### config.mk
export PLATFORM = sky130hd
export DESIGN_NAME = swap_ctrl
export DESIGN_NICKNAME = d
export VERILOG_FILES = /design/src/rtl/swap_ctrl.sv
export SDC_FILE = /design/constraint.sdc
export NUM_CORES = 1
export LEC_CHECK = 0
export CELL_PAD_IN_SITES_DETAIL_PLACEMENT = 1
export CELL_PAD_IN_SITES_GLOBAL_PLACEMENT = 1
export CORE_UTILIZATION = 36
export CTS_CLUSTER_SIZE = 12
export DETAILED_ROUTE_END_ITERATION = 7
export GPL_ROUTABILITY_DRIVEN = 0
export PLACE_DENSITY = 0.83
export SLEW_MARGIN = 20
export SYNTH_ARGS = -nofsm -noshare
export SYNTH_HDL_FRONTEND = slang
export SYNTH_SLANG_ARGS = --single-unit
### constraint.sdc
create_clock -name clk -period 1.75 [get_ports clk]
set_clock_uncertainty 0.15 [all_clocks]
set_input_delay 0.2625 -clock clk [delete_from_list [all_inputs] [get_ports clk]]
set_output_delay 0.2625 -clock clk [all_outputs]
set_load 0.1 [all_outputs]
### src/rtl/swap_ctrl.sv
// Swap controller: exchanges two register-file entries (read A, read B, write A, write B).
// Define SWAP_VERIFY_EN to add a read-back verify pass that drives the sticky err flag.
module swap_ctrl #(
  parameter int ADDR_WIDTH = 7,
  parameter int DATA_WIDTH = 8,
  parameter int CNT_WIDTH  = 16
) (
  input  logic                  clk,
  input  logic                  rst,
  input  logic                  start,
  input  logic [ADDR_WIDTH-1:0] addr_a,
  input  logic [ADDR_WIDTH-1:0] addr_b,
  output logic                  ready,
  output logic                  done,
  output logic [CNT_WIDTH-1:0]  swap_count,
  output logic                  err,
  output logic                  we,
  output logic [ADDR_WIDTH-1:0] address_w,
  output logic [ADDR_WIDTH-1:0] address_r,
  output logic [DATA_WIDTH-1:0] data_w,
  input  logic [DATA_WIDTH-1:0] data_r
);

`ifdef SWAP_VERIFY_EN
  typedef enum logic [2:0] {IDLE, RD_A, RD_B, WR_A, WR_B, DONE, VERIFY_A, VERIFY_B} state_t;
  logic err_reg;
`else
  typedef enum logic [2:0] {IDLE, RD_A, RD_B, WR_A, WR_B, DONE} state_t;
`endif

  state_t                state_reg, state_next;
  logic [ADDR_WIDTH-1:0] la_reg, lb_reg;
  logic [DATA_WIDTH-1:0] tmp_a_reg, tmp_b_reg;
  logic [CNT_WIDTH-1:0]  count_reg;
  // Last driven write address/data, so the write bus holds steady while we=0.
  logic [ADDR_WIDTH-1:0] aw_hold_reg;
  logic [DATA_WIDTH-1:0] dw_hold_reg;

  always_ff @(posedge clk) begin
    if (rst) begin
      state_reg   <= IDLE;
      la_reg      <= '0;
      lb_reg      <= '0;
      tmp_a_reg   <= '0;
      tmp_b_reg   <= '0;
      count_reg   <= '0;
      aw_hold_reg <= '0;
      dw_hold_reg <= '0;
`ifdef SWAP_VERIFY_EN
      err_reg     <= 1'b0;
`endif
    end else begin
      state_reg <= state_next;
      case (state_reg)
        IDLE: begin
          if (start) begin
            la_reg <= addr_a;
            lb_reg <= addr_b;
          end
        end
        RD_A: tmp_a_reg <= data_r;
        RD_B: tmp_b_reg <= data_r;
        WR_A, WR_B: begin
          aw_hold_reg <= address_w;
          dw_hold_reg <= data_w;
        end
        DONE: count_reg <= count_reg + 1'b1;
`ifdef SWAP_VERIFY_EN
        VERIFY_A: if (data_r != tmp_b_reg) err_reg <= 1'b1;
        VERIFY_B: if (data_r != tmp_a_reg) err_reg <= 1'b1;
`endif
        default: ;
      endcase
    end
  end

  always_comb begin
    state_next = state_reg;
    case (state_reg)
      IDLE:     if (start) state_next = RD_A;
      RD_A:     state_next = RD_B;
      RD_B:     state_next = WR_A;
      WR_A:     state_next = WR_B;
`ifdef SWAP_VERIFY_EN
      WR_B:     state_next = VERIFY_A;
      VERIFY_A: state_next = VERIFY_B;
      VERIFY_B: state_next = DONE;
`else
      WR_B:     state_next = DONE;
`endif
      DONE:     state_next = IDLE;
      default:  state_next = IDLE;
    endcase
  end

  always_comb begin
    ready     = 1'b0;
    done      = 1'b0;
    we        = 1'b0;
    address_w = aw_hold_reg;
    data_w    = dw_hold_reg;
    address_r = la_reg;
    case (state_reg)
      IDLE: ready = 1'b1;
      RD_B: address_r = lb_reg;
      WR_A: begin
        we        = 1'b1;
        address_w = la_reg;
        data_w    = tmp_b_reg;
      end
      WR_B: begin
        we        = 1'b1;
        address_w = lb_reg;
        data_w    = tmp_a_reg;
      end
`ifdef SWAP_VERIFY_EN
      VERIFY_B: address_r = lb_reg;
`endif
      DONE: done = 1'b1;
      default: ;
    endcase
  end

  assign swap_count = count_reg;
`ifdef SWAP_VERIFY_EN
  assign err = err_reg;
`else
  assign err = 1'b0;
`endif

endmodule

# Yosys cells after proc, flatten, opt, wreduce, memory -nomap -nowiden
# Index checks and enable logic that the tools add are counted.
# op_classes
n_addsub	1
reduce_logical	3
n_eq_ne	6
muxes	8
# ops
cell	count
16-bit by 1-bit adder with 16-bit output (second input constant)	1
8-bit one-hot mux with 2 select lines	1
3-bit one-hot mux with 5 select lines	1
7-bit one-hot mux with 2 select lines	1
7-bit 2-to-1 mux	1
3-bit by 2-bit == test with 1-bit output (second input constant)	2
3-bit == test (second input constant)	2
3-bit by 1-bit == test with 1-bit output (second input constant)	1
3-bit logical NOT	1
1-bit 2-to-1 mux	3
3-bit 2-to-1 mux	1
2-bit inequality test (second input constant)	1
2-bit AND reduction	1
2-bit OR reduction	1
# word_totals
in_bits	25
ff_bits	64
output_inout_bits	42

# Longest topological paths before layout
# logic_depth
word_depth	3
mapped_depth	6
ltp_nobuf	5

# Worst setup path before layout
# Ideal clock, no wire load.
# synth_path
path_kind	register to register
from	register state_reg[2]
to	register lb_reg[2]
setup_time_ns	0.132
arrival_ns	3.426
path_stages_with_launch	7
slack_ns	-1.958
period_less_slack_ns	3.708
cell_sequence	dfxtp_1 buf_4 nor3_1 nand2_1 clkbuf_1 nand2_1 a21oi_1
# synth_between
elab_chain_cells	2
# synth_lines
item	line_no	source
start, declared	31	state_t state_reg, state_next;
start signal, assigned	53	state_reg <= state_next;
3-bit logical NOT	54	case (state_reg)
2-bit AND reduction (no source line)	n/a	
end signal, assigned	58	lb_reg <= addr_b;
end, declared	32	logic [ADDR_WIDTH-1:0] la_reg, lb_reg;
# Every way passes these cells.
# A chain may end at the register's enable or synchronous reset.

# Final worst setup path
# layout_path
from	register state_reg[2]
to	output port address_r[0]
# layout_between
elab_chain_cells	2
# layout_lines
item	line_no	source
3-bit by 2-bit == test with 1-bit output	103	case (state_reg)
7-bit 2-to-1 mux	103	
end, declared	19	output logic [ADDR_WIDTH-1:0] address_r,
# Every way passes these cells.

==> results.py <==
metrics = {
    "status": {
        "status": "complete, but fails checks",
        "failed_checks": "setup timing",
    },
    "sta": {
        "postLayoutSetupSlackWorst_ns": -0.361,
        "min_period_ns": 2.11,
        "finalSetupViolCount": 26,
        "whs_ns": 0.147,
        "finalHoldViolCount": 0,
        "slew_viol_final": 0,
        "max_freq_mhz": 474,
        "tns_ns": -7.60,
        "rsz0062_at_grt": "true",
        "finalCritPeriodShare_pct": 121,
    },
    "clock_tree": {
        "cts-root-buf": "clkbuf_8",
        "clock_latency_ns": 0.34,
        "hold_buffers": 0,
        "cts_buffers": 9,
        "clk_pin_slew_ns": 0.07,
        "cts_tree": "built",
        "clk_path_buf_depth": 2,
        "numClockSinks": 64,
        "htree_levels": 3,
    },
    "power_and_ir_drop": {
        "p_comb_share_pct": 22.7,
        "power_switching_mw": 1.21,
        "swShare_pct": 29.9,
        "intPower_mw": 2.83,
        "p_clk_share_pct": 38.4,
        "ir_drop_mv": 0.427,
        "p_leak_nw": 1.91,
        "p_per_area_mw_per_mm2": 854,
        "p_seq_share_pct": 38.9,
    },
    "die": {
        "die_h_um": 89.3,
        "core_sq_mm": 0.00729,
        "num_io_pins": 67,
        "die_area_sq_mm": 0.00797,
        "num_rows": 31,
        "die_w_um": 89.3,
        "initial_utilization_pct": 37.6,
    },
    "setup_path": {
        "crit_type": "flip-flop to primary output",
        "worstSetupEndpointType": "primary output",
        "start_kind": "flip-flop",
        "rrSetupSlack_ns": -0.03,
        "cp.arrival_ns": 1.70,
        "crit_required_ns": 1.34,
        "path_max_fanout": 8,
    },
    "drt": {
        "first_pass_iters": 4,
        "drc_errors": 0,
        "viasPerCell": 5.11,
        "initialDrtViolationCount": 85,
        "ant_nets": 0,
        "vias": 2555,
        "drt-total-wl_um": 8910,
        "wire_per_inst_um": 17.8,
    },
    "finish": {
        "syn2layout_area_growth_pct": 72.5,
        "largest_reg_flops": 16,
        "antennaDiodeCount": 0,
        "final_cell_area_sq_mm": 0.00473,
        "layout-drive-gt1-share_pct": 40.1,
        "nNetsFinal": 422,
    },
    "worst_hold_path": {
        "hold_class": "primary input to flip-flop",
    },
    "synth": {
        "synth_top_area_share_pct": 46.7,
        "synthArstFlopShare_pct": 0,
        "ys_top_cells_by_area": "dfxtp_1 (47%), nand2_1 (9.6%), a21oi_1 (4.9%)",
        "synth.yosys.seq_area_share_pct": 46.7,
        "ys_ff_latch": 64,
        "synth-main-ff-cell": "dfxtp_1",
        "synth_most_common_cell": "nand2_1",
        "yosys-top-cells-count": "nand2_1 (70), dfxtp_1 (64), a21oi_1 (27), nor2_1 (20), nor2b_1 (16)",
        "netlist_instances": 315,
        "yosysWarnings": 0,
        "synth_fp_nets": 341,
        "yosysUniqueCellTypes": 39,
        "syn_avg_cell_area_sq_um": 8.70,
        "netlist_area_sq_mm": 0.00274,
        "synth_top_cell_by_area": "dfxtp_1",
        "synth_edf_count": 0,
    },
    "job": {
        "maxCapViolCount": 0,
    },
    "global_route": {
        "grt_usage_pct": 22.7,
        "grt_max_degree": 35,
        "grt_pass1_vias": 2694,
        "overflow": 0,
        "antenna_found_initial": 0,
        "grt_pass1_wl_um": 13400,
    },
    "placed_design": {
        "placed_area_sq_mm": 0.00430,
        "hpwlAfterDp_um": 5800,
        "place.port_buffers": 65,
    },
}
through the flow:
step,total power [mW],worst slack [ns],std cells,utilization (%)
finish,4.04,-0.361,500,64.9
global route,4.19,-0.419,500,64.9
CTS,4.03,-0.347,495,63.1
detailed placement,2.46,-0.0748,478,59.0
global placement,2.43,-0.00701,478,59.0
floorplan,2.15,-0.341,315,-
cell families (layout without fill, tap and decap cells):
family          after synthesis  count (layout)  synth area share, %
simple gates                142             142                 26.0
xor+xnor                     10              10                 3.19
compound gates               63              63                 15.1
flops                        64              64                 46.7
fa+ha+maj                     1               1                0.456
buf+inv                      24             110                 4.75
other cells                   1               1                0.137
mux                          10              10                 3.70
layout make-up:
| type | instances | area [sq um] |
|---|---|---|
| Clock buffer | 12 | 176 |
| Clock inverter | 4 | 71.3 |
| Fill cell | 776 | 2560 |
| Inverter | 2 | 11.3 |
| Multi-Input combinational cell | 227 | 1710 |
| Sequential cell | 64 | 1340 |
| Tap cell | 99 | 124 |
| Timing Repair Buffer | 92 | 1300 |
cell usage in the layout, fill, tap and decap left out, types with 7 or more instances in the layout:
master,netlist,layout
mux2i_1,9,9
buf_6,2,7
nand2_8,0,7
nand2_2,0,9
a21oi_1,27,25
clkdlybuf4s50_1,0,23
a21o_4,0,15
buf_12,0,42
nor2_1,20,20
a22o_1,15,15
buf_4,5,19
dfxtp_1,64,46
nor2b_1,16,16
clkbuf_8,0,11
nand2_1,70,48
dfxtp_4,0,13
worst paths after layout:
kind | start | end | cells past startpoint
worst max-delay path | state_reg[2]$_SDFFE_PP0P_ | address_r[0] | 6
worst min-delay path | rst | swap_count[7]$_SDFFE_PP0P_ | 2
worst max register to register | state_reg[1]$_SDFFE_PP0P_ | swap_count[9]$_SDFFE_PP0P_ | 6
worst min register to register | tmp_b_reg[5]$_SDFFE_PP0N_ | tmp_b_reg[5]$_SDFFE_PP0N_ | 2
critical path, cell delays in order, from the launching register on:
cell and delay, ns:
dfxtp_4 0.36, buf_4 0.18, nor3b_4 0.22, buf_6 0.22
nand2_2 0.11, nand2_8 0.09, buf_12 0.16
power groups by stage:
stage	clock [mW]	combinational (mW)	sequential, mW
after floorplan	0	0.577	1.57
after global placement	0	0.841	1.59
after detailed placement	0	0.863	1.59
after CTS	1.57	0.893	1.57
after global routing	1.65	0.964	1.58
final	1.55	0.916	1.57
layer usage:
layer  part of all wire, %  GRT usage [%]  vias up
li1                      -              -     1231
met1                    41           25.1     1258
met2                    55           42.3       56
met3                   3.3           5.45       10
met4                   1.4           7.36        0
met5                     0              0        -
timing repair:
item                                   in CTS  in global routing
buffers inserted                            1                  5
setup endpoints to repair                  33                 31
pin swaps                                   2                  5
endpoints found under the hold margin       0                  0
cloned                                      0                  0
gates resized for setup                    18                 20
Note: power is estimated with default switching activity, not from simulation.
